**src/rtl/layer_mac_sequencer.sv**
```systemverilog
// layer_mac_sequencer: computes every output node of one dense layer on a
// single shared multiply-accumulate datapath. For each node it streams N_IN
// weights and one bias from an external weight memory, then spends one drain
// cycle applying ReLU and saturating 8-bit requantisation to the result.
//
//   state  | meaning
//   -------+------------------------------------------------------------
//   S_IDLE | waiting for start; act_in is captured on the accepted edge
//   S_RUN  | issuing addresses, accumulating returned data, draining
module layer_mac_sequencer #(
  parameter int N_IN  = 15,
  parameter int N_OUT = 32,
  parameter int W     = 24,
  parameter int AW    = 9,
  parameter int IW    = 5
) (
  input  logic              clk_i,
  input  logic              reset_i,
  input  logic              start_i,
  input  logic [N_IN*W-1:0] act_in_i,
  output logic              w_rd_o,
  output logic [AW-1:0]     w_addr_o,
  input  logic [W-1:0]      w_data_i,
  output logic              busy_o,
  output logic              out_valid_o,
  output logic [IW-1:0]     out_idx_o,
  output logic [W-1:0]      out_data_o,
  output logic              done_o
);

  // Phase counter covers the N_IN+1 issue cycles plus the drain cycle.
  localparam int KW = $clog2(N_IN + 2);

  typedef enum logic {S_IDLE, S_RUN} state_t;

  state_t          state_q, state_d;
  logic [KW-1:0]   k_q, k_d;
  logic [IW-1:0]   n_q, n_d;
  logic [W-1:0]    acc_q, acc_d;
  logic            w_rd_q, w_rd_d;
  logic [AW-1:0]   w_addr_q, w_addr_d;
  logic            out_valid_q, out_valid_d;
  logic [IW-1:0]   out_idx_q, out_idx_d;
  logic [W-1:0]    out_data_q, out_data_d;
  logic            done_q, done_d;
  logic            load_act;
  logic [W-1:0]    act_q [N_IN];
  logic [W-1:0]    act_k;
  logic [W-1:0]    term;
  logic [W-1:0]    quant;

  // Select the activation paired with the weight currently returning, and
  // form the accumulate term (the bias slot adds w_data unscaled).
  always_comb begin
    act_k = '0;
    for (int i = 0; i < N_IN; i++) begin
      if (k_q == KW'(i)) act_k = act_q[i];
    end
    // Low W bits of the product are identical for signed and unsigned operands.
    term = (k_q == KW'(N_IN)) ? w_data_i : W'(act_k * w_data_i);
  end

  // ReLU then saturate; acc == 8192 deliberately falls through to acc[12:5] = 0
  // to stay bit-exact with the existing per-node implementation.
  always_comb begin
    quant = '0;
    if (acc_q[W-1]) quant = '0;
    else if (acc_q > W'(8192)) quant = W'(255);
    else quant = {{(W-8){1'b0}}, acc_q[12:5]};
  end

  // Next-state and output decode for the pass sequencer.
  always_comb begin
    state_d     = state_q;
    k_d         = k_q;
    n_d         = n_q;
    acc_d       = acc_q;
    w_rd_d      = w_rd_q;
    w_addr_d    = w_addr_q;
    out_valid_d = 1'b0;
    out_idx_d   = out_idx_q;
    out_data_d  = out_data_q;
    done_d      = 1'b0;
    load_act    = 1'b0;
    case (state_q)
      S_IDLE: begin
        if (start_i) begin
          load_act = 1'b1;
          state_d  = S_RUN;
          k_d      = '0;
          n_d      = '0;
          w_rd_d   = 1'b1;
          w_addr_d = '0;
        end
      end
      S_RUN: begin
        // Data for the address presented this cycle is valid at this edge.
        if (w_rd_q) acc_d = ((k_q == '0) ? '0 : acc_q) + term;
        if (k_q == KW'(N_IN + 1)) begin
          out_valid_d = 1'b1;
          out_idx_d   = n_q;
          out_data_d  = quant;
          if (n_q == IW'(N_OUT - 1)) begin
            done_d  = 1'b1;
            state_d = S_IDLE;
          end else begin
            n_d      = n_q + IW'(1);
            k_d      = '0;
            w_rd_d   = 1'b1;
            // Addresses are contiguous: node n's bias is followed by node n+1's k=0.
            w_addr_d = w_addr_q + AW'(1);
          end
        end else begin
          k_d = k_q + KW'(1);
          if (k_q == KW'(N_IN)) w_rd_d = 1'b0;
          else w_addr_d = w_addr_q + AW'(1);
        end
      end
      default: state_d = S_IDLE;
    endcase
  end

  // Control and datapath registers.
  always_ff @(posedge clk_i or posedge reset_i) begin
    if (reset_i) begin
      state_q     <= S_IDLE;
      k_q         <= '0;
      n_q         <= '0;
      acc_q       <= '0;
      w_rd_q      <= 1'b0;
      w_addr_q    <= '0;
      out_valid_q <= 1'b0;
      out_idx_q   <= '0;
      out_data_q  <= '0;
      done_q      <= 1'b0;
    end else begin
      state_q     <= state_d;
      k_q         <= k_d;
      n_q         <= n_d;
      acc_q       <= acc_d;
      w_rd_q      <= w_rd_d;
      w_addr_q    <= w_addr_d;
      out_valid_q <= out_valid_d;
      out_idx_q   <= out_idx_d;
      out_data_q  <= out_data_d;
      done_q      <= done_d;
    end
  end

  // Activation bank, loaded only when a pass is accepted.
  always_ff @(posedge clk_i or posedge reset_i) begin
    if (reset_i) begin
      for (int i = 0; i < N_IN; i++) act_q[i] <= '0;
    end else if (load_act) begin
      for (int i = 0; i < N_IN; i++) act_q[i] <= act_in_i[i*W +: W];
    end
  end

  assign busy_o      = (state_q == S_RUN);
  assign w_rd_o      = w_rd_q;
  assign w_addr_o    = w_addr_q;
  assign out_valid_o = out_valid_q;
  assign out_idx_o   = out_idx_q;
  assign out_data_o  = out_data_q;
  assign done_o      = done_q;

endmodule

```
**config.mk**
```make
export PLATFORM = sky130hd
export DESIGN_NAME = layer_mac_sequencer
export DESIGN_NICKNAME = d
export VERILOG_FILES = /design/src/rtl/layer_mac_sequencer.sv
export SDC_FILE = /design/constraint.sdc
export NUM_CORES = 2
export LEC_CHECK = 0
export BUFFER_PORTS_ARGS = -buffer_cell sky130_fd_sc_hd__buf_2
export CORE_MARGIN = 10
export CORE_UTILIZATION = 59
export DETAILED_ROUTE_END_ITERATION = 6
export PLACE_DENSITY = 0.87
export SYNTH_ARGS = -nofsm -noshare
export SYNTH_HDL_FRONTEND = slang
export SYNTH_SLANG_ARGS = --single-unit
```
**constraint.sdc**
```tcl
create_clock -name clk_i -period 21.1 [get_ports clk_i]
set_clock_uncertainty 0.2 [all_clocks]
set_input_delay 4.22 -clock clk_i [delete_from_list [all_inputs] [get_ports clk_i]]
set_output_delay 4.22 -clock clk_i [all_outputs]
set_load 0.1 [all_outputs]
```
# [Word level (Yosys, flattened, before mapping)]
# Index checks and enable logic that the tools add are counted.
[word_totals] elab_cells=108 n_memories=0 output_inout_bits=42 mem_bits_rw=0 ff_bits=436 latch_bits=0 inputBits=387 mem_bits_ro=0
[classes] n_eq_ne=23 n_reduce_logical=7 bitwise=1 shift=0 n_mul=1 div=0 mux=46 order_cmp=1 addsub=4
[ops] op="$mux W24" count=17
[ops] op="$eq A5 B4 Y1 const B" count=8
[ops] op="$mux W9" count=4
[ops] op="$mux W5" count=5
[ops] op="$add A24 B24 Y24" count=1
[ops] op="$gt A24 B14 Y1 const B" count=1
[ops] op="$mul A24 B24 Y24" count=1
[ops] op="$eq A5 B3 Y1 const B" count=4
[ops] op="$pmux W5 S2" count=2
[ops] op="$pmux W9 S2" count=1
[ops] op="$mux W8" count=2
[ops] op="$mux W1" count=13
[ops] op="$add A5 B1 Y5 const B" count=2
[ops] op="$eq A5 B2 Y1 const B" count=2
[ops] op="$eq A5 B5 Y1 const B" count=2
[ops] op="$add A9 B1 Y9 const B" count=1
[ops] op="$reduce_and A3 Y1" count=3
[ops] op="$reduce_and A2 Y1" count=3
[ops] op="$eq A5 B1 Y1 const B" count=1
[ops] op="$logic_not A5 Y1" count=1
[ops] op="$ne A2 B2 Y1 const B" count=2
[ops] op="$pmux W1 S2" count=2
[ops] op="$ne A3 B1 Y1 const B" count=1
[ops] op="$ne A3 B2 Y1 const B" count=1
[ops] op="other kinds (3)" count=3

# [Depth between registers and ports, before layout]
[logic_depth] depth_word=19 ltp_mapped=52

# [Least setup slack after synthesis]
# No wires, ideal clock.
[synth_path] path_type="input to register" startpoint="input w_data_i[0]" endpoint="register acc_q[23]" required_time_ps=20811 n_path_buf=1 setup_ps=89 arrival_time_ps=11886 path_slack_ps=8925 stages=37 path_cell_list="clkbuf_1 nand2_1 fa_1 inv_1 fa_1 inv_1 fa_1 inv_1 ha_1 fa_1 inv_1 fa_1 fa_1 inv_1 ha_1 a21boi_0 o21ai_0 a21boi_0 o21ai_0 a21boi_0 o21ai_0 a21boi_0 o21ai_0 a21boi_0 o21ai_0 and3_1 o31ai_1 ha_1 o21a_1 nor2_1 nor2b_1 nand2_1 a21oi_1 a211oi_1 xor2_1 mux2_1 a31oi_1"
[synth_between] elab_chain_cells=3
[synth_rtl] element="from (decl)" line_no="23" rtl="input logic [W-1:0] w_data_i,"
[synth_rtl] element="$mul A24 B24 Y24" line_no="60" rtl="term = (k_q == KW'(N_IN)) ? w_data_i : W'(act_k * w_data_i);"
[synth_rtl] element="$mux W24 (*)" line_no="60"
[synth_rtl] element="$add A24 B24 Y24 (*)" line_no="98" rtl="if (w_rd_q) acc_d = ((k_q == '0) ? '0 : acc_q) + term;"
[synth_rtl] element="to (signal assigned)" line_no="129" rtl="acc_q <= '0;"
[synth_rtl] element="to (signal assigned)" line_no="140" rtl="acc_q <= acc_d;"
[synth_rtl] element="to (decl)" line_no="39" rtl="logic [W-1:0] acc_q, acc_d;"
# Every way passes the cells marked *; elsewhere a longest branch is shown, timed or not.
# A chain may end at the register's enable or synchronous reset.

# [Worst setup path in the final report]
# Ends and elaborated chain as after synthesis.

==> flow_summary.yaml <==
floorplan:
  start_util: 0.5942
  fp.dieH_um: 246.9
  row_count: 83
  die-area_mm2: 0.06093
  io-pin-count: 429
  coreArea_mm2: 0.05109
  fp.dieW_um: 246.9
cts:
  cts_tree: "yes"
  cts_buffers: 45
  ctsResizeCount: 0
  ctsHoldBuffers: 0
  cts_max_path_buffers: 3
  clk_pin_slew_ns: 0.06
  htree_levels: 2
  clock_latency_ns: 0.58
  clock-sinks: 420
  postCtsSetupBuffers: 0
  root_buffer: "clkbuf_16"
global_routing:
  antenna_found_initial: 7
  track_usage: 0.3347
  grt_overflow_total: 0
  grt_max_degree: 233
  grt_pass1_vias: 27945
  grt_pass1_wl_mm: 157.2
detailed_routing:
  drtIter0Drc: 3623
  vias: 27779
  dr_wl_met2_mm: 47.43
  met1_length_mm: 36.56
  dr_wl_met3_mm: 11.34
  drc: 4
  vias_per_cell: 5.898
  post_drt_wl_per_cell_um: 21.91
  dr.pass1.iters: 7
  dr.max_layer_used: "met4"
  routed_wl_mm: 103.2
  antenna_left: 0
timing:
  fin_crit_sh: 0.5898
  rsz0062_at_grt: "false"
  clock.fmax_ghz: 0.08035
  setup_viol: 0
  max_slew_margin: 0.1983
  fin_tns_setup_ns: 0
  hold_viol: 0
  tightest_slew_ns: 1.200
  drv_slew: 0
  period_minus_slack_ns: 12.45
logic_synthesis:
  synth_area_mm2: 0.03036
  ys_ff_latch: 420
  synthCells: 3696
  synth-main-ff-cell: "dfrtp_1"
  seq_area_frac_synth: 0.3462
  synth_xor_area_frac: 0.02621
  synth-edff-count: 0
  synthSimpleGateAreaFrac: 0.2495
  syn-mean-instance-area_um2: 8.215
  async_flop_share: 1.000
  synthMuxAreaShare: 0.004986
  synth_top_family_by_area: "simple AND/OR/NAND/NOR gates"
  synth_fa_ha_area_frac: 0.1881
  synth_cell_types: 96
  synth_compound_area_frac: 0.1059
  yosysWarnings: 0
placed_design:
  dp_hpwl_mm: 76.03
  gp_congestion: 0.9882
  dp_cells: 4618
  numPortBuffers: 412
  dpl-instance-area_mm2: 0.03272
final_layout:
  area_growth_pct: 12.96
  final_cell_mix: "nand2_1, dfrtp_1, buf_2"
  layout_commonest_cell: "nand2_1"
  num-nets-final: 4700
  layout-drive-gt1-share: 0.1460
  n_fill_cell: 4097
  final_cell_area_mm2: 0.03430
  final_cells: 4710
setup_path:
  worstSetupPathType: "in2reg"
  end_kind: "register"
  cpMostUsedCell: "fa_1"
  max_stage_delay_ns: 0.56
  arrival_ns: 12.75
  start_kind: "input port"
  critPathSlowestCell: "fa_1"
  worstPathRequired_ns: 21.40
  critPathMaxFanout: 24
run_status:
  violations: "design-rule violations"
  outcome: "finished with violations"
hold_path:
  hold_class: "reg2reg"
flow_run:
  max_cap_violations: 0
## critical path: cells and delay by family
kind,cells,cell delay (ns)
AO/OA/AOI/OAI,15,2.74
buffers and inverters,6,0.68
XOR/XNOR,1,0.23
adder cells (fa/ha/maj),9,3.93
AND/OR/NAND/NOR,5,0.61
multiplexers,1,0.34
## sequential cells by signal (all words and copies together), names as in the netlist
name / count
act_q: 360
acc_q: 24
w_addr_o: 9
out_data_o: 8
k_q: 5
n_q: 5
out_idx_o: 5
busy_o: 1
done_o: 1
out_valid_o: 1
w_rd_o: 1
## path summary, 6_finish.rpt
kind / start / to / slack, ns / cells past startpoint
setup / recovery: w_data_i[0] / acc_q[23] / 8.65 / 37
hold / removal: out_idx_o[2] / out_idx_o[2] / 0.27 / 2
setup reg to reg: k_q[0] / acc_q[23] / 8.95 / 48
hold reg to reg: out_idx_o[2] / out_idx_o[2] / 0.27 / 2
max in group asynchronous: reset_i / act_q[31] / 14.70 / 4
min in group asynchronous: reset_i / w_addr_o[5] / 3.62 / 2
## metrics by stage
step                hold slack [ns]  setup WS, ns  utilization
global route                 0.2836         8.069       0.6709
global placement             0.2516         8.313       0.6405
finish                       0.2662         8.654       0.6713
CTS                          0.2717         8.690       0.6708
detailed placement           0.2562         8.101       0.6405
floorplan                    0.2368         4.989            -
## layout make-up
cell class                 count  area [um^2]  share of cell area
antenna                       10        25.02           0.0007296
clock buffer                  62         1270             0.03703
clock inverter                20        279.0            0.008135
inverter                     349         1318             0.03841
multi-input combinational   2710        17600              0.5132
sequential                   420        10510              0.3065
tap                          680        850.8             0.02481
timing repair buffer         459         2440             0.07114
## kinds of logic (layout without fill, tap and decap cells)
kind of cell / Yosys count / after routing
compound gates: 490 / 490
xor+xnor: 78 / 78
fa+ha+maj: 328 / 328
buf+inv: 581 / 890
flops: 420 / 420
mux: 14 / 14
other cells: 1 / 26
simple gates: 1784 / 1784
## metal layers
layer	track usage	vias up
met5	0	-
li1	-	12269
met4	0.2248	0
met1	0.4093	13221
met3	0.08211	438
met2	0.5209	1851
## synth_stat cells (all sizes together) (8+ instances only)
library cell	n	area, um^2
clkbuf	152	570.6
a21boi	9	67.57
dfrtp	420	10510
mux2	9	101.4
fa	214	4284
nand2	1387	5209
buf	80	519.3
or3	13	86.33
o21ai	131	663.1
a21oi	123	619.4
xor2	27	236.5
a22oi	13	97.59
nor2b	33	206.5
nor3	23	125.1
and3	12	75.07
a21o	8	60.06
xnor2	43	376.6
o21bai	9	67.56
ha	114	1426
a221oi	21	214.0
o221ai	13	113.9
nand3	12	60.06
o31ai	19	142.6
nand4	8	50.05
inv	349	1310
nor2	114	449.2
a31oi	12	96.34
nand2b	12	75.07
o32ai	8	70.07
and2	123	769.5
o211ai	10	75.07
a32oi	12	105.1
o22ai	35	219.0
a211oi	8	60.06
a221o	11	110.1
Power is not shown: default switching activity piles up to over one toggle a cycle in this logic, so the estimate is an artifact.
